**config.mk**
```make
export PLATFORM = sky130hd
export DESIGN_NAME = quadra_ybuf
export DESIGN_NICKNAME = d
export VERILOG_FILES = /design/src/rtl/quadra_ybuf_pkg.sv /design/src/rtl/quadra_ybuf_mem.sv /design/src/rtl/quadra_ybuf.sv
export SDC_FILE = /design/constraint.sdc
export NUM_CORES = 1
export LEC_CHECK = 0
export BUFFER_PORTS_ARGS = -buffer_cell sky130_fd_sc_hd__buf_2
export CAP_MARGIN = 20
export CELL_PAD_IN_SITES_DETAIL_PLACEMENT = 0
export CELL_PAD_IN_SITES_GLOBAL_PLACEMENT = 1
export CORE_UTILIZATION = 40
export CTS_BUF_LIST = sky130_fd_sc_hd__clkbuf_16
export CTS_CLUSTER_DIAMETER = 50
export DETAILED_ROUTE_END_ITERATION = 7
export PLACE_DENSITY_LB_ADDON = 0.1
export SYNTH_ARGS = -nofsm -noshare
export SYNTH_HDL_FRONTEND = slang
export SYNTH_SLANG_ARGS = --single-unit
export TNS_END_PERCENT = 20
```
**constraint.sdc**
```tcl
create_clock -name clk -period 7.2 [get_ports clk]
set_input_delay 0.72 -clock clk [delete_from_list [all_inputs] [get_ports clk]]
set_output_delay 0.72 -clock clk [all_outputs]
set_load 0.05 [all_outputs]
```
**src/rtl/quadra_ybuf_pkg.sv**
```systemverilog
// Shared quadra types and constants; quadra_top and quadra_ybuf agree on latency through QUADRA_LAT.
package quadra_ybuf_pkg;

  localparam int unsigned X_W        = 16;
  localparam int unsigned Y_W        = 24;
  localparam int unsigned QUADRA_LAT = 3;
  localparam int unsigned YBUF_DEPTH = 8;
  localparam int unsigned YBUF_LVL_W = $clog2(YBUF_DEPTH + 1);

  typedef logic                  ck_t;
  typedef logic                  rs_t;
  typedef logic                  dv_t;
  typedef logic [X_W-1:0]        x_t;
  typedef logic [Y_W-1:0]        y_t;
  typedef logic [YBUF_LVL_W-1:0] ybuf_lvl_t;

endpackage

```
**src/rtl/quadra_ybuf_mem.sv**
```systemverilog
// DEPTH x Y_W result storage for quadra_ybuf: one write port, asynchronous read, no reset.
module quadra_ybuf_mem
  import quadra_ybuf_pkg::*;
#(
  parameter int unsigned DEPTH = YBUF_DEPTH,
  parameter int unsigned AW    = $clog2(DEPTH)
) (
  input  logic          clk_i,
  input  logic          we_i,
  input  logic [AW-1:0] waddr_i,
  input  y_t            wdata_i,
  input  logic [AW-1:0] raddr_i,
  output y_t            rdata_o
);

  y_t mem_q [DEPTH];

  always_ff @(posedge clk_i) begin
    if (we_i) begin
      mem_q[waddr_i] <= wdata_i;
    end
  end

  assign rdata_o = mem_q[raddr_i];

endmodule

```
**src/rtl/quadra_ybuf.sv**
```systemverilog
// Output FIFO and credit stage behind quadra_top: buffers y/y_dv, tracks in-flight samples, drives x_ok.
// Optional QUADRA_YBUF_WMARK_EN adds a peak-occupancy output, wmark.
module quadra_ybuf
  import quadra_ybuf_pkg::*;
#(
  parameter int unsigned DEPTH = YBUF_DEPTH,
  parameter int unsigned LAT   = QUADRA_LAT,
  parameter int unsigned LVL_W = $clog2(DEPTH + 1)
) (
  input  ck_t              clk,
  input  rs_t              rst_b,
  input  dv_t              x_dv,
  output logic             x_ok,
  input  y_t               y,
  input  dv_t              y_dv,
  output y_t               m_data,
  output logic             m_valid,
  input  logic             m_ready,
  output logic [LVL_W-1:0] level,
`ifdef QUADRA_YBUF_WMARK_EN
  output logic [LVL_W-1:0] wmark,
`endif
  output logic             ovf,
  input  logic             ovf_clr
);

  localparam int unsigned AW    = $clog2(DEPTH);
  localparam int unsigned IF_W  = LVL_W + 2;
  localparam int unsigned SUM_W = IF_W + 1;

  logic [AW-1:0]    wr_ptr_q, wr_ptr_d;
  logic [AW-1:0]    rd_ptr_q, rd_ptr_d;
  logic [LVL_W-1:0] level_q, level_d;
  logic [IF_W-1:0]  inflight_q, inflight_d;
  logic             ovf_q, ovf_d;
  logic             full, push, pop, ovf_set;
  logic [SUM_W-1:0] credit_used;

  quadra_ybuf_mem #(
    .DEPTH (DEPTH)
  ) u_mem (
    .clk_i   (clk),
    .we_i    (push),
    .waddr_i (wr_ptr_q),
    .wdata_i (y),
    .raddr_i (rd_ptr_q),
    .rdata_o (m_data)
  );

  always_comb begin
    full    = (level_q == LVL_W'(DEPTH));
    m_valid = (level_q != '0);
    pop     = m_valid & m_ready;
    // A pop frees the slot in the same cycle, so a full FIFO can still accept.
    push    = y_dv & (~full | pop);
    ovf_set = y_dv & full & ~pop;
  end

  always_comb begin
    wr_ptr_d = push ? wr_ptr_q + AW'(1) : wr_ptr_q;
    rd_ptr_d = pop  ? rd_ptr_q + AW'(1) : rd_ptr_q;
    level_d  = level_q;
    unique case ({push, pop})
      2'b10:   level_d = level_q + LVL_W'(1);
      2'b01:   level_d = level_q - LVL_W'(1);
      default: level_d = level_q;
    endcase
  end

  always_comb begin
    inflight_d = inflight_q;
    unique case ({x_dv, y_dv})
      2'b10:   inflight_d = inflight_q + IF_W'(1);
      // A result with nothing in flight is an upstream error; hold at zero.
      2'b01:   inflight_d = (inflight_q == '0) ? '0 : inflight_q - IF_W'(1);
      default: inflight_d = inflight_q;
    endcase
  end

  always_comb begin
    ovf_d = ovf_q;
    if (ovf_set) begin
      ovf_d = 1'b1;
    end else if (ovf_clr) begin
      ovf_d = 1'b0;
    end
  end

  // Credit is derived from registers only, so x_dv never loops back into x_ok.
  always_comb begin
    credit_used = SUM_W'(level_q) + SUM_W'(inflight_q);
    x_ok        = (credit_used < SUM_W'(DEPTH));
  end

  always_ff @(posedge clk or negedge rst_b) begin
    if (!rst_b) begin
      wr_ptr_q   <= '0;
      rd_ptr_q   <= '0;
      level_q    <= '0;
      inflight_q <= '0;
      ovf_q      <= 1'b0;
    end else begin
      wr_ptr_q   <= wr_ptr_d;
      rd_ptr_q   <= rd_ptr_d;
      level_q    <= level_d;
      inflight_q <= inflight_d;
      ovf_q      <= ovf_d;
    end
  end

  assign level = level_q;
  assign ovf   = ovf_q;

`ifdef QUADRA_YBUF_WMARK_EN
  logic [LVL_W-1:0] wmark_q, wmark_d;

  always_comb begin
    wmark_d = wmark_q;
    if (ovf_clr) begin
      wmark_d = level_q;
    end else if (level_q > wmark_q) begin
      wmark_d = level_q;
    end
  end

  always_ff @(posedge clk or negedge rst_b) begin
    if (!rst_b) begin
      wmark_q <= '0;
    end else begin
      wmark_q <= wmark_d;
    end
  end

  assign wmark = wmark_q;
`endif

`ifndef SYNTHESIS
  localparam logic [IF_W-1:0] IF_MAX = IF_W'(LAT + DEPTH);

  // Cleared only when deliberately driving a non-compliant upstream.
  bit proto_chk_en = 1'b1;

  a_y_without_x: assert property (@(posedge clk) disable iff (!rst_b || !proto_chk_en)
    y_dv |-> (inflight_q != '0));

  a_x_without_credit: assert property (@(posedge clk) disable iff (!rst_b || !proto_chk_en)
    x_dv |-> x_ok);

  a_no_overflow: assert property (@(posedge clk) disable iff (!rst_b || !proto_chk_en)
    !ovf_set);

  a_inflight_range: assert property (@(posedge clk) disable iff (!rst_b)
    inflight_q <= IF_MAX);

  a_m_stable: assert property (@(posedge clk) disable iff (!rst_b)
    (m_valid && !m_ready) |=> (m_valid && $stable(m_data)));
`endif

endmodule

```
# Yosys cells after proc, flatten, opt, wreduce, memory -nomap -nowiden
# Memory sizes are Yosys's and may differ from the RTL's.
# Cells that the tools add are included.
dict set report totals {
  reg_bits 17
  ram_bits 192
  inputBits 30
  out_inout_bits 31
  elab_cells 38
  n_memories 1
}
dict set report classes {
  add_sub_neg 7
  order_cmp 1
  n_eq_ne 5
  mux 7
  bitwise_logic 7
  n_reduce_logical 5
}
# memory depth word_bits read_ports rd_clocked_by_memory_dff wr line
set memory_table {}
lappend memory_table {u_mem.mem_q 8 24 1 0 1 quadra_ybuf_mem.sv:16} ;# y_t mem_q [DEPTH];
# cell n
set ops {}
lappend ops {{$pmux 6 s2} 1}
lappend ops {{$pmux 4 s2} 1}
lappend ops {{$add 4x6->7} 1}
lappend ops {{$lt 7x4->1 const B} 1}
lappend ops {{$add 3x1->3 const B} 2}
lappend ops {{$add 6x1->6 const B} 1}
lappend ops {{$logic_not 6->1} 1}
lappend ops {{$mux 6} 1}
lappend ops {{$reduce_bool 2->1} 3}
lappend ops {{$sub 6x1->6 const B} 1}
lappend ops {{$add 4x1->4 const B} 1}
lappend ops {{$and 1x1->1} 4}
lappend ops {{$eq 2x1->1 const B} 2}
lappend ops {{$eq 2x2->1 const B} 2}
lappend ops {{$eq 4x4->1 const B} 1}
lappend ops {{$mux 1} 4}
lappend ops {{$reduce_bool 4->1} 1}
lappend ops {{$sub 4x1->4 const B} 1}
lappend ops {{$not 1->1} 2}
lappend ops {{$or 1x1->1} 1}

# Depth between registers and ports, before layout
# Gate-level depths: netlist (run 1).
dict set report depth {
  ltp_word 6
  mapped_depth 9
  depth_no_buf 7
}

# Hierarchy
# Synthesis (run 1) repeated with hierarchy kept, for this count alone.
dict set report unflattened {
  cells_unflattened 417
  area_unflattened_um2 8555.7
}
# module n_inst cells_each area_each_um2 seq_area_each_um2
set modules_own_cells {}
lappend modules_own_cells {quadra_ybuf_mem 1 290 7317.0 5765.5}
lappend modules_own_cells {quadra_ybuf 1 127 1238.7 425.4}

# Least setup slack after synthesis (run 1)
# OpenSTA, ideal clock, no wires.
dict set report synth_timing {
  path_type {register -> register}
  startpoint {register level_q[1], in the netlist level[1]}
  endpoint {memory u_mem.mem_q[1][0] (netlist name), enable pin}
  setup_time_ns 0.435
  t_arrival_ns 3.236
  required_ns 6.765
  path_slack_ns 3.529
  path_stages_with_launch 6
  n_path_buf 1
  period_less_slack_ns 3.671
  path_cell_list {dfrtp_1 -> buf_2 -> nor3_1 -> a31oi_1 -> nand2_1 -> nor3_1}
}
dict set report synth_via {
  elab_chain_cells 6
  elab_cells_between_ends 8
  cone_classes {eq/ne: 1; mux: 2; bitwise: 4; reduce/logical: 1}
}
# item line
set synth_rtl {}
lappend synth_rtl {{from (decl)} quadra_ybuf.sv:33} ;# logic [LVL_W-1:0] level_q, level_d;
lappend synth_rtl {{from (signal assigned)} quadra_ybuf.sv:105} ;# level_q <= level_d;
lappend synth_rtl {{$reduce_bool 4->1 or $eq 4x4->1 (tied branches)} {quadra_ybuf.sv:52, quadra_ybuf.sv:51}}
lappend synth_rtl {{$and 1x1->1 or $not 1->1 (tied branches)} {quadra_ybuf.sv:53, quadra_ybuf.sv:55}}
lappend synth_rtl {{$or 1x1->1 (*)} quadra_ybuf.sv:55} ;# push = y_dv & (~full | pop);
lappend synth_rtl {{$and 1x1->1 (*)} quadra_ybuf.sv:55}
lappend synth_rtl {{$mux 1 (*)} quadra_ybuf_mem.sv:19} ;# if (we_i) begin
lappend synth_rtl {{$mux 1 (not written as such) (*)} quadra_ybuf_mem.sv:20} ;# mem_q[waddr_i] <= wdata_i;
lappend synth_rtl {{to (decl)} quadra_ybuf_mem.sv:16}
# Mark *: on every way between the ends. The rest lies on a longest branch, timed or not.

# Final worst setup path (run 1)
dict set report layout_timing {
  startpoint {register rd_ptr_q[0]}
  endpoint {output port m_data[8]}
}
dict set report layout_via {
  elab_chain_cells 1
}
# item line
set layout_rtl {}
lappend layout_rtl {{from (decl)} quadra_ybuf.sv:32} ;# logic [AW-1:0] rd_ptr_q, rd_ptr_d;
lappend layout_rtl {{from (signal assigned)} quadra_ybuf.sv:104} ;# rd_ptr_q <= rd_ptr_d;
lappend layout_rtl {{$mem_v2 8x24} --}
lappend layout_rtl {{to (decl)} quadra_ybuf.sv:16} ;# output y_t m_data,
# Every way passes these cells.

==> summary.log, run 1 <==
INFO  drt            remaining_number_of_nets_flagged_by_the_antenna_check_after_routing=0
INFO  sta            min_clock_period_post_route=3390ps
INFO  placement      dp.cells=737
INFO  drt            totalWireLength=16100µm
INFO  sta            rsz0062_at_grt=false
INFO  layout         antennaDiodeCount=0
INFO  sta            achievable-frequency=0.295GHz
INFO  layout         nNetsFinal=536
INFO  worst_setup_path timing.critical_path.to_type=primary output
INFO  clock_tree     clock_sink_count=209
INFO  power          peakVddDrop=0.231mV
INFO  clock_tree     postCtsSetupRepairBufs=0
INFO  clock_tree     clock_tree.root_cell=sky130_fd_sc_hd__clkbuf_16
INFO  clock_tree     cts.htree.levels=1
INFO  clock_tree     ctsHoldBuffers=0
INFO  yosys          synth_ff_type=sky130_fd_sc_hd__edfxtp_1
INFO  yosys          synth_sequential_area_ratio=0.728
INFO  job            cap_violations=0
INFO  drt            drt_first_iter_violations=168
INFO  worst_hold_path worstHoldPathType=input port to async pin
INFO  clock_tree     clock_pin_slew_on_the_worst_setup_and_hold_paths=50ps
INFO  layout         finish.cell_count_without_fillers=786
INFO  yosys          synth_unique_cells=47
INFO  yosys          postSynthAreaPerCell=20.2µm²
INFO  yosys          synth_nets=460
INFO  sta            report.final.hold_viol_count=0
INFO  global_route   first_global_vias=4350
INFO  global_route   antenna_violations_before_repair=0
INFO  sta            setup_viol_count_final=0
INFO  layout         final_layout_size_suffix_gt1_frac=0.393
INFO  clock_tree     cts_repair_resize_count=0
INFO  yosys          syn_area=8500µm²
INFO  sta            worst_slew_margin_relative_to_its_limit=0.363
INFO  global_route   first_pass_grt_wire_length=25200µm
INFO  drt            via_density=5.22
INFO  drt            drc_errors=0
INFO  floorplanning  placement_rows=52
INFO  sta            final.period_utilization=0.471
INFO  layout         mostFrequentLayoutCell=sky130_fd_sc_hd__edfxtp_1
INFO  floorplanning  die_height=148µm
INFO  yosys          synthesis.yosys.warnings=0
INFO  global_route   maximum_number_of_pins_on_one_net_before_global_route_repair=51
INFO  drt            num_vias=4104
INFO  placement      place_hpwl=9130µm
INFO  drt            drt-wirelength-per-cell=20.5µm
INFO  floorplanning  top_level_port_count=61
INFO  yosys          share_of_synthesized_registers_carrying_an_async_set_or_reset=0.0813
INFO  clock_tree     inserted_clock_buffers=26
INFO  floorplanning  die_width=148µm
INFO  sta            fin_tns_setup=0ps
INFO  worst_setup_path worst-endpoint-arrival=2670ps
INFO  drt            drtPass1Iterations=6
INFO  layout         syn_to_final_growth=17.6%
INFO  yosys          yosys_register_bits=209
INFO  yosys          netlist.area_leader.share=0.678
INFO  yosys          netlist_instances=420
INFO  sta            report.final.slew_viol_count=0
INFO  power          p_leak=0.00347µW
INFO  worst_setup_path cp_max_fo=30
INFO  status         outcome=finished, final reports clean
INFO  yosys          yosysTopAreaCell=sky130_fd_sc_hd__edfxtp_1
INFO  layout         fill_cell_instance_count_of_the_final_layout=1754
INFO  worst_setup_path worstSetupPathType=register to primary output
INFO  placement      placement.io_buffers=60
INFO  placement      gp_routability_congestion=0.681
INFO  clock_tree     clock_path_buffers=3
INFO  global_route   grt_overflow=0
INFO  sta            worst_slew_pin_slew=955ps
INFO  worst_setup_path worstPathRequired=6480ps
INFO  worst_setup_path critical_path.startpoint_type=register
INFO  clock_tree     tritoncts=done
INFO  power          pwr_density_cell=460nW/µm²
INFO  floorplanning  starting_utilization_of_the_core_area=0.414
INFO  yosys          synth_edf_count=192
INFO  global_route   grt_use_total=0.154
INFO  floorplanning  floorplan.core_area=20600µm²
INFO  sta            skew=9.39ps
INFO  yosys          synth_top_cells_by_area=sky130_fd_sc_hd__edfxtp_1 68%, sky130_fd_sc_hd__mux4_2 13%, sky130_fd_sc_hd__dfrtp_1 5.0%
INFO  floorplanning  fp.dieArea=21800µm²
INFO  layout         layout_common_cells=192 x sky130_fd_sc_hd__edfxtp_1, 60 x sky130_fd_sc_hd__buf_2, 48 x sky130_fd_sc_hd__mux4_2
INFO  clock_tree     clk-insertion-delay-late=510ps
[worst max-delay path, stage by stage, from the launching register on]
cell                      delay (ps)
sky130_fd_sc_hd__dfrtp_4         380
sky130_fd_sc_hd__buf_4           390
sky130_fd_sc_hd__buf_16          300
sky130_fd_sc_hd__mux4_2          590
sky130_fd_sc_hd__mux2_4          280
sky130_fd_sc_hd__buf_2           210
[where the power goes]
| group | switching (µW) | internal, µW | total, µW |
|---|---|---|---|
| Sequential | 124 | 1540 | 1660 |
| Combinational | 1030 | 643 | 1670 |
| Clock | 489 | 774 | 1260 |
| Total | 1640 | 2960 | 4600 |
[cells by family after synthesis]
| logic type | after synthesis | share of synthesized area |
|---|---|---|
| flops | 209 | 0.728 |
| mux | 77 | 0.169 |
| simple gates | 50 | 0.0309 |
| compound gates | 36 | 0.0303 |
| buf+inv | 32 | 0.0204 |
| fa+ha+maj | 10 | 0.0147 |
| xor+xnor | 6 | 0.00618 |
[worst paths after layout]
check                       startpoint                 end  slack [ps]  cells past startpoint
min in group clk                  y[0]   u_mem.mem_q[6][0]         470                      1
setup reg to reg              level[1]  u_mem.mem_q[7][17]        4220                      5
hold reg to reg                    ovf                 ovf         500                      1
setup / recovery           rd_ptr_q[0]           m_data[8]        3810                      5
hold / removal                   rst_b                 ovf         140                      1
max in group asynchronous        rst_b         rd_ptr_q[0]        6720                      1
[sequential cells by signal (all words and copies together) (netlist names)]
name	cells
ovf	1
u_mem.mem_q	192
rd_ptr_q	3
inflight_q	6
wr_ptr_q	3
level	4
[layout make-up]
cell class / instances / area (µm²) / share of cell area
Clock buffer: 26 / 651 / 0.0650
Tap cell: 270 / 338 / 0.0338
Timing Repair Buffer: 72 / 410 / 0.0410
Clock inverter: 22 / 213 / 0.0213
Inverter: 8 / 30.0 / 0.00300
Sequential cell: 209 / 6200 / 0.619
Multi-Input combinational cell: 179 / 2160 / 0.216
[cells in the mapped netlist (6+ instances only)]
| cell | instances |
|---|---|
| sky130_fd_sc_hd__dfrtp_1 | 17 |
| sky130_fd_sc_hd__mux2_4 | 10 |
| sky130_fd_sc_hd__nand2_1 | 8 |
| sky130_fd_sc_hd__mux4_2 | 48 |
| sky130_fd_sc_hd__nor3_1 | 7 |
| sky130_fd_sc_hd__inv_1 | 8 |
| sky130_fd_sc_hd__buf_2 | 11 |
| sky130_fd_sc_hd__edfxtp_1 | 192 |
| sky130_fd_sc_hd__ha_1 | 10 |
| sky130_fd_sc_hd__o21ai_0 | 6 |
| sky130_fd_sc_hd__nor2_1 | 12 |
| sky130_fd_sc_hd__clkbuf_1 | 9 |
| sky130_fd_sc_hd__mux2_2 | 16 |
| sky130_fd_sc_hd__a21oi_1 | 7 |
[through the flow]
stage | utilization | hold WS [ps] | setup slack, ps | power [µW] | area (µm²)
after global placement | 0.443 | 485 | 3950 | 3370 | 9110
final | 0.486 | 144 | 3810 | 4600 | 10000
after floorplan | - | 424 | 3530 | 3020 | 8500
after detailed placement | 0.443 | 484 | 3940 | 3380 | 9110
after CTS | 0.485 | 146 | 3550 | 4660 | 9970
after global routing | 0.486 | 156 | 3640 | 4830 | 10000
[per-layer routing]
metal / vias up / wire length [µm] / track usage
li1: 1884 / - / -
met1: 2131 / 7020 / 0.203
met2: 70 / 8370 / 0.267
met3: 19 / 532 / 0.0228
met4: 0 / 189 / 0.0397
met5: - / 0 / 0
(Power assumes the default switching activity.)
==> inputs of run 2 (changes only) <==
==> constraint.sdc (replaced) <==
create_clock -name clk -period 3.36 [get_ports clk]
set_input_delay 0.336 -clock clk [delete_from_list [all_inputs] [get_ports clk]]
set_output_delay 0.336 -clock clk [all_outputs]
set_load 0.05 [all_outputs]
==> summary.log, run 2 (synthesis gave the netlist of run 1 again) <==
INFO  status         outcome=finished, final reports clean [unchanged]
INFO  worst_setup_path worst_path_max_delay_cell=sky130_fd_sc_hd__dfrtp_4 [was sky130_fd_sc_hd__mux4_2]
INFO  power          clock_power_share=0.265 [was 0.275]
INFO  floorplanning  starting_utilization_of_the_core_area=0.414 [unchanged]
INFO  clock_tree     clock_tree.root_cell=sky130_fd_sc_hd__clkbuf_16 [unchanged]
INFO  sta            final_critical_path_setup_slack=331ps [was 3810 ps]
INFO  global_route   met2_capacity_usage_during_global_routing=0.258 [was 0.267]
INFO  layout         final_layout_size_suffix_gt1_frac=0.398 [was 0.393]
INFO  worst_setup_path critical_path.startpoint_type=register [unchanged]
INFO  layout         nNetsFinal=542 [was 536]
INFO  worst_hold_path worst_hold_path.num_cells=1
INFO  power          cellInternalPower=6300µW [was 2960 µW]
INFO  sta            achievable-frequency=0.330GHz
INFO  sta            fin_tns_setup=0ps [unchanged]
INFO  drt            drtPass1Iterations=4 [was 6]
INFO  clock_tree     clock_sink_count=209 [unchanged]
INFO  drt            num_vias=4175 [was 4104]
INFO  floorplanning  placement_rows=52 [unchanged]
INFO  sta            report.final.hold_viol_count=0 [unchanged]
INFO  sta            final.period_utilization=0.902
INFO  drt            drc_errors=0 [unchanged]
INFO  global_route   first_global_vias=4385 [was 4350]
INFO  drt            remaining_number_of_nets_flagged_by_the_antenna_check_after_routing=0 [unchanged]
INFO  worst_setup_path reg2reg_setup_slack=900ps [was 4220 ps]
INFO  worst_setup_path cp_cell_sequence=buf_4 > mux4_2 > mux2_4 > buf_2 [was buf_4 > buf_16 > mux4_2 > mux2_4 > buf_2]
INFO  layout         post_route_core_utilization=0.489 [was 0.486]
INFO  power          combinationalPowerShare=0.357 [was 0.364]
INFO  floorplanning  die_width=148µm [unchanged]
INFO  global_route   grt_use_total=0.158 [was 0.154]
INFO  clock_tree     postCtsSetupRepairBufs=0 [unchanged]
INFO  sta            rsz0062_at_grt=false [unchanged]
INFO  sta            worst_slew_margin_relative_to_its_limit=0.601 [was 0.363]
INFO  placement      placement.io_buffers=60 [unchanged]
INFO  sta            report.final.slew_viol_count=0 [unchanged]
INFO  worst_setup_path timing.critical_path.to_type=primary output [unchanged]
INFO  clock_tree     inserted_clock_buffers=25 [was 26]
INFO  worst_setup_path r2r_cells=7 [was 5]
INFO  layout         register_with_the_highest_flop_count=u_mem.mem_q [unchanged]
INFO  layout         antennaDiodeCount=0 [unchanged]
INFO  global_route   grt.busiest_layer=met2 [unchanged]
INFO  layout         mostFrequentLayoutCell=sky130_fd_sc_hd__edfxtp_1 [unchanged]
INFO  sta            worst_slew_pin_slew=592ps [was 955 ps]
INFO  power          p_leak=0.00347µW [about the same]
INFO  clock_tree     cts.htree.levels=1 [unchanged]
INFO  global_route   antenna_violations_before_repair=1 [was 0]
INFO  global_route   grt_overflow=0 [unchanged]
INFO  clock_tree     tritoncts=done [unchanged]
INFO  worst_hold_path min_to=u_mem.mem_q[4][17]
INFO  power          peakVddDrop=0.444mV [was 0.231 mV]
INFO  floorplanning  floorplan.core_area=20600µm² [unchanged]
INFO  placement      post_dp_cell_area=9230µm² [was 9110 µm²]
INFO  sta            min_clock_period_post_route=3030ps
INFO  clock_tree     clock_pin_slew_on_the_worst_setup_and_hold_paths=60ps [was 50 ps]
INFO  power          power.switching=3490µW [was 1640 µW]
INFO  floorplanning  die_height=148µm [unchanged]
INFO  sta            setup_viol_count_final=0 [unchanged]
INFO  drt            via_density=5.28 [was 5.22]
INFO  layout         final_area=10000µm² [about the same]
INFO  worst_setup_path critical_path.top_delay_family=flip-flops [was buffers and inverters]
INFO  global_route   maximum_number_of_pins_on_one_net_before_global_route_repair=39 [was 51]
INFO  job            cap_violations=0 [unchanged]
INFO  worst_setup_path critical-path-max-stage-delay=810ps [was 590 ps]
INFO  worst_setup_path worstPathRequired=3020ps [was 6480 ps]
INFO  worst_hold_path hold_path_startpoint=y[17]
INFO  drt            drt_first_iter_violations=286 [was 168]
INFO  floorplanning  fp.dieArea=21800µm² [unchanged]
INFO  global_route   first_pass_grt_wire_length=25900µm [was 25200 µm]
INFO  clock_tree     clk-insertion-delay-late=510ps [about the same]
INFO  power          pwr-share-seq=0.378 [was 0.362]
INFO  power          pwr_density_cell=974nW/µm² [was 460 nW/µm²]
INFO  worst_setup_path worst-endpoint-arrival=2690ps [was 2670 ps]
INFO  worst_setup_path worstPathBufferInverterCount=2 [was 3]
INFO  global_route   grt_util_met1=0.221 [was 0.203]
INFO  clock_tree     clock_path_buffers=3 [unchanged]
INFO  worst_setup_path regToRegEndpoint=level[1] [was u_mem.mem_q[7][17]]
INFO  layout         syn_to_final_growth=18.1% [was 17.6%]
INFO  placement      gp_routability_congestion=0.734 [was 0.681]
INFO  placement      preCtsSetupSlack=770ps [was 3940 ps]
INFO  worst_hold_path worstHoldPathType=input port to register [was input port to async pin]
INFO  worst_setup_path worstSetupPathType=register to primary output [unchanged]
INFO  sta            skew=22.4ps [was 9.39 ps]
INFO  power          swShare=0.357 [about the same]
INFO  drt            drt-wirelength-per-cell=20.6µm [was 20.5 µm]
INFO  worst_setup_path cp_max_fo=29 [was 30]
INFO  layout         layout_common_cells=192 x sky130_fd_sc_hd__edfxtp_1, 60 x sky130_fd_sc_hd__buf_2, 48 x sky130_fd_sc_hd__mux4_2 [unchanged]
INFO  global_route   use_met3=0.0253 [was 0.0228]
INFO  drt            totalWireLength=16300µm [was 16100 µm]
INFO  placement      place_hpwl=9890µm [was 9130 µm]
INFO  worst_setup_path rr_startpoint=level[1] [unchanged]
INFO  sta            hold_ws=102ps [was 144 ps]
INFO  floorplanning  top_level_port_count=61 [unchanged]
INFO  layout         largest_register_ff_count=192 [unchanged]
run 2: cell types whose count changed in the layout (fill, tap and decap cells not counted), moves of 2 or more:
| cell | change |
|---|---|
| sky130_fd_sc_hd__clkinv_1 | +3 |
| sky130_fd_sc_hd__inv_1 | -4 |
| sky130_fd_sc_hd__buf_4 | +2 |
| sky130_fd_sc_hd__inv_6 | -2 |
| sky130_fd_sc_hd__buf_12 | +5 |
| sky130_fd_sc_hd__clkinv_2 | +3 |
run 2: stage by stage:
| step | instances | total power, µW |
|---|---|---|
| floorplan | 420 | 6480 |
| global placement | 744 | 7310 |
| detailed placement | 744 | 7330 |
| CTS | 790 | 9950 |
| global route | 790 | 10300 |
| finish | 790 | 9790 |
run 2: worst max path at each step:
| stage | to | cells past startpoint | slack, ps | startpoint |
|---|---|---|---|---|
| 6_report | m_data[9] | 4 | 330 | rd_ptr_q[0] |
| 5_1_grt | m_data[13] | 4 | 150 | rd_ptr_q[0] |
| 2_1_floorplan | u_mem.mem_q[0][0] | 5 | -310 | level[1] |
| 3_3_place_gp | m_data[10] | 4 | 780 | rd_ptr_q[0] |
| 4_1_cts | m_data[9] | 4 | 240 | rd_ptr_q[0] |
| 3_5_place_dp | m_data[9] | 4 | 770 | rd_ptr_q[0] |
run 2: power by group through the flow:
stage               Combinational (µW)  Sequential, µW  Clock (µW)
floorplan                         2920            3560           0
global placement                  3560            3760           0
detailed placement                3570            3760           0
CTS                               3580            3710        2660
global route                      3750            3780        2770
finish                            3500            3700        2590
run 2: layout make-up:
cell class                 count  area, µm²
sequential                   209       6200
clock buffer                  25        626
inverter                       8       30.0
fill                        1700      10500
tap                          270        338
multi-input combinational    179       2170
timing repair buffer          79        508
clock inverter                20        179
run 2: per-layer routing:
| layer | part of all wire | up-vias |
|---|---|---|
| li1 | - | 1896 |
| met1 | 0.45 | 2159 |
| met2 | 0.49 | 94 |
| met3 | 0.042 | 24 |
| met4 | 0.018 | 2 |
| met5 | 0.00068 | - |
run 2: what timing repair did:
item / 4_1_cts / 5_1_grt
hold endpoints to repair: 17 / 0
gates resized for setup: 0 / 0
hold buffers: 1 / 0
==> inputs of run 3 (changes only) <==
--- a/config.mk
+++ b/config.mk
@@ -16,5 +16,6 @@
 export PLACE_DENSITY_LB_ADDON = 0.1
 export SYNTH_ARGS = -nofsm -noshare
 export SYNTH_HDL_FRONTEND = slang
+export SYNTH_HIERARCHICAL = 1
 export SYNTH_SLANG_ARGS = --single-unit
 export TNS_END_PERCENT = 20
==> constraint.sdc (replaced) <==
create_clock -name clk -period 3.36 [get_ports clk]
set_input_delay 1.008 -clock clk [delete_from_list [all_inputs] [get_ports clk]]
set_output_delay 1.008 -clock clk [all_outputs]
set_load 0.05 [all_outputs]
==> summary.log, run 3 <==
INFO  worst_setup_path cp-startpoint=rd_ptr_q[0] [unchanged]
INFO  layout         final_layout_size_suffix_gt1_frac=0.419 [was 0.398]
INFO  yosys          syn_area=8560µm² [was 8500 µm²]
INFO  yosys          synth_top_cells_by_area=sky130_fd_sc_hd__edfxtp_1 67%, sky130_fd_sc_hd__mux4_2 13%, sky130_fd_sc_hd__dfrtp_1 5.0% [was sky130_fd_sc_hd__edfxtp_1 68%, sky130_fd_sc_hd__mux4_2 13%, sky130_fd_sc_hd__dfrtp_1 5.0%]
INFO  layout         mostFrequentLayoutCell=sky130_fd_sc_hd__edfxtp_1 [unchanged]
INFO  clock_tree     clock_sink_count=209 [unchanged]
INFO  drt            drt-wirelength-per-cell=20.5µm [was 20.6 µm]
INFO  drt            via_density=5.17 [was 5.28]
INFO  floorplanning  top_level_port_count=61 [unchanged]
INFO  sta            worst_slew_pin_slew=495ps [was 592 ps]
INFO  sta            report.final.hold_viol_count=0 [unchanged]
INFO  floorplanning  placement_rows=53 [was 52]
INFO  floorplanning  die_width=148µm [about the same]
INFO  floorplanning  floorplan.core_area=21000µm² [was 20600 µm²]
INFO  worst_setup_path worstPathRequired=2350ps [was 3020 ps]
INFO  global_route   maximum_number_of_pins_on_one_net_before_global_route_repair=33 [was 39]
INFO  drt            drtPass1Iterations=4 [unchanged]
INFO  sta            report.final.slew_viol_count=0 [unchanged]
INFO  clock_tree     clock_path_buffers=3 [unchanged]
INFO  yosys          synth_unique_cells=52 [was 47]
INFO  drt            num_vias=4169 [was 4175]
INFO  worst_hold_path worstHoldPathType=input port to async pin [was input port to register]
INFO  floorplanning  die_height=148µm [about the same]
INFO  worst_setup_path regToRegEndpoint=level[1] [unchanged]
INFO  layout         syn_to_final_growth=19.1% [was 18.1%]
INFO  power          combinationalPowerShare=0.378 [was 0.357]
INFO  power          p_leak=0.00354µW [was 0.00347 µW]
INFO  global_route   first_pass_grt_wire_length=25400µm [was 25900 µm]
INFO  clock_tree     inserted_clock_buffers=26 [was 25]
INFO  floorplanning  starting_utilization_of_the_core_area=0.407 [was 0.414]
INFO  status         outcome=finished, final reports clean [unchanged]
INFO  yosys          synth_ff_type=sky130_fd_sc_hd__edfxtp_1 [unchanged]
INFO  sta            fin_tns_setup=0ps [unchanged]
INFO  power          clock_power_share=0.270 [was 0.265]
INFO  clock_tree     ctsHoldBuffers=0 [was 1]
INFO  job            cap_violations=0 [unchanged]
INFO  layout         post_route_core_utilization=0.485 [was 0.489]
INFO  clock_tree     cts_repair_resize_count=0 [unchanged]
INFO  worst_setup_path cp_cell_sequence=buf_12 > mux4_2 > mux2_2 > buf_2 [was buf_4 > mux4_2 > mux2_4 > buf_2]
INFO  worst_setup_path critical_path.endpoint=m_data[1] [was m_data[9]]
INFO  sta            achievable-frequency=0.304GHz [was 0.330 GHz]
INFO  power          swShare=0.352 [was 0.357]
INFO  layout         largest_register_ff_count=192 [unchanged]
INFO  yosys          share_of_synthesized_registers_carrying_an_async_set_or_reset=0.0813 [unchanged]
INFO  power          peakVddDrop=0.394mV [was 0.444 mV]
INFO  global_route   grt_use_total=0.154 [was 0.158]
INFO  yosys          postSynthAreaPerCell=20.5µm² [was 20.2 µm²]
INFO  placement      gp_routability_congestion=0.761 [was 0.734]
INFO  drt            totalWireLength=16500µm [was 16300 µm]
INFO  sta            worst_slew_margin_relative_to_its_limit=0.670 [was 0.601]
INFO  sta            min_clock_period_post_route=3290ps [was 3030 ps]
INFO  global_route   antenna_violations_before_repair=0 [was 1]
INFO  placement      placement.io_buffers=60 [unchanged]
INFO  yosys          synthesis.yosys.warnings=6 [was 0]
INFO  layout         final_area=10200µm² [was 10000 µm²]
INFO  power          power.switching=3500µW [was 3490 µW]
INFO  yosys          synth_nets=457 [was 460]
INFO  yosys          netlist_instances=417 [was 420]
INFO  layout         finish.cell_count_without_fillers=806 [was 790]
INFO  sta            skew=11.2ps [was 22.4 ps]
INFO  drt            remaining_number_of_nets_flagged_by_the_antenna_check_after_routing=0 [unchanged]
INFO  worst_setup_path r2r_cells=8 [was 7]
INFO  clock_tree     postCtsSetupRepairBufs=0 [unchanged]
INFO  clock_tree     clock_pin_slew_on_the_worst_setup_and_hold_paths=50ps [was 60 ps]
INFO  global_route   first_global_vias=4453 [was 4385]
INFO  power          pwr_density_cell=977nW/µm² [was 974 nW/µm²]
INFO  placement      place_hpwl=9770µm [was 9890 µm]
INFO  power          cellInternalPower=6450µW [was 6300 µW]
INFO  layout         layout_common_cells=192 x sky130_fd_sc_hd__edfxtp_1, 59 x sky130_fd_sc_hd__buf_2, 48 x sky130_fd_sc_hd__mux4_2 [was 192 x sky130_fd_sc_hd__edfxtp_1, 60 x sky130_fd_sc_hd__buf_2, 48 x sky130_fd_sc_hd__mux4_2]
INFO  worst_setup_path worst_path_max_delay_cell=sky130_fd_sc_hd__mux4_2 [was sky130_fd_sc_hd__dfrtp_4]
INFO  worst_setup_path worstSetupPathType=register to primary output [unchanged]
INFO  worst_setup_path timing.critical_path.to_type=primary output [unchanged]
INFO  sta            final.period_utilization=0.981 [was 0.902]
INFO  yosys          synth_sequential_area_ratio=0.724 [was 0.728]
INFO  worst_setup_path critical-path-max-stage-delay=530ps [was 810 ps]
INFO  sta            setup_viol_count_final=0 [unchanged]
INFO  placement      post_dp_cell_area=9300µm² [was 9230 µm²]
INFO  sta            rsz0062_at_grt=true [was false]
INFO  global_route   grt_overflow=0 [unchanged]
INFO  yosys          ys_top_cells_by_count=192 x sky130_fd_sc_hd__edfxtp_1, 48 x sky130_fd_sc_hd__mux4_2, 17 x sky130_fd_sc_hd__dfrtp_1 [unchanged]
INFO  worst_setup_path critical_path.startpoint_type=register [unchanged]
INFO  drt            drc_errors=0 [unchanged]
INFO  layout         nNetsFinal=550 [was 542]
INFO  clock_tree     tritoncts=done [unchanged]
INFO  clock_tree     clock_tree.root_cell=sky130_fd_sc_hd__clkbuf_16 [unchanged]
INFO  yosys          most_instantiated_library_cell_after_synthesis=sky130_fd_sc_hd__edfxtp_1 [unchanged]
INFO  yosys          yosys_register_bits=209 [unchanged]
INFO  sta            hold_ws=430ps [was 102 ps]
INFO  layout         register_with_the_highest_flop_count=u_mem/mem_q [was u_mem.mem_q]
INFO  yosys          yosysTopAreaCell=sky130_fd_sc_hd__edfxtp_1 [unchanged]
INFO  power          pwr-share-seq=0.352 [was 0.378]
INFO  worst_setup_path worst-endpoint-arrival=2290ps [was 2690 ps]
INFO  floorplanning  fp.dieArea=22000µm² [was 21800 µm²]
INFO  worst_setup_path reg2reg_setup_slack=1160ps [was 900 ps]
INFO  clock_tree     clk-insertion-delay-late=510ps [about the same]
INFO  drt            drt_first_iter_violations=240 [was 286]
INFO  yosys          synth_edf_count=192 [unchanged]
INFO  yosys          netlist.area_leader.share=0.674 [was 0.678]
INFO  clock_tree     cts.htree.levels=1 [unchanged]
INFO  placement      dp.cells=756 [was 744]
INFO  worst_setup_path rr_startpoint=level[2] [was level[1]]
INFO  worst_setup_path cp_max_fo=18 [was 29]
[run 3: changes by cell type in the layout (fill, tap and decap cells not counted), moves of 3 or more]
cell | before | now
sky130_fd_sc_hd__buf_4 | 13 | 25
sky130_fd_sc_hd__buf_12 | 5 | 1
sky130_fd_sc_hd__a21oi_1 | 7 | 4
sky130_fd_sc_hd__clkbuf_16 | 25 | 28
sky130_fd_sc_hd__inv_1 | 10 | 13
sky130_fd_sc_hd__nand4_1 | 0 | 3
[run 3: worst min-delay path by stage]
stage | endpoint | slack, ps | startpoint
floorplan | wr_ptr_q[2] | 460 | wr_ptr_q[2]
global placement | wr_ptr_q[2] | 480 | wr_ptr_q[2]
detailed placement | wr_ptr_q[2] | 490 | wr_ptr_q[2]
CTS | inflight_q[3] | 430 | rst_b
global route | inflight_q[3] | 440 | rst_b
finish | inflight_q[3] | 430 | rst_b
[run 3: final cells by class]
type,instances,area (µm²)
inverter,7,26.3
clock buffer,27,676
tap,275,344
fill,1753,10800
antenna,1,2.50
multi-input combinational,179,2210
sequential,209,6200
timing repair buffer,87,556
clock inverter,21,175
[run 3: routing by layer]
metal,track usage,up-vias,part of all wire
li1,-,1907,-
met5,0,-,0
met1,0.201,2166,0.44
met4,0.0392,0,0.015
met3,0.0273,22,0.040
met2,0.267,74,0.50
[run 3: power by group through the flow]
stage	logic (µW)	registers [µW]	clock network (µW)
after floorplan	2890	3560	0
after global placement	3780	3540	0
after detailed placement	3780	3550	0
after CTS	3790	3500	2750
after global routing	4020	3550	2850
final	3760	3510	2690
[run 3: stage by stage]
stage,worst slack [ps],power [µW]
6_report,65.4,9960
5_1_grt,-16.0,10400
4_1_cts,2.88,10000
3_5_place_dp,538,7330
3_3_place_gp,562,7310
2_1_floorplan,-453,6450
[run 3: cells by family after synthesis]
kind of cell             after synthesis  synth area share
AO/OA/AOI/OAI                         33            0.0272
buffers and inverters                 29            0.0216
flip-flops                           209             0.724
adder cells (fa/ha/maj)               10            0.0146
AND/OR/NAND/NOR                       53            0.0370
XOR/XNOR                               5           0.00512
multiplexers                          78             0.171
[run 3: critical path: cells and delay by family, from the launching register on]
family	cells	cell delay (ps)
buffers and inverters	2	440
muxes	2	830
DFF	1	510
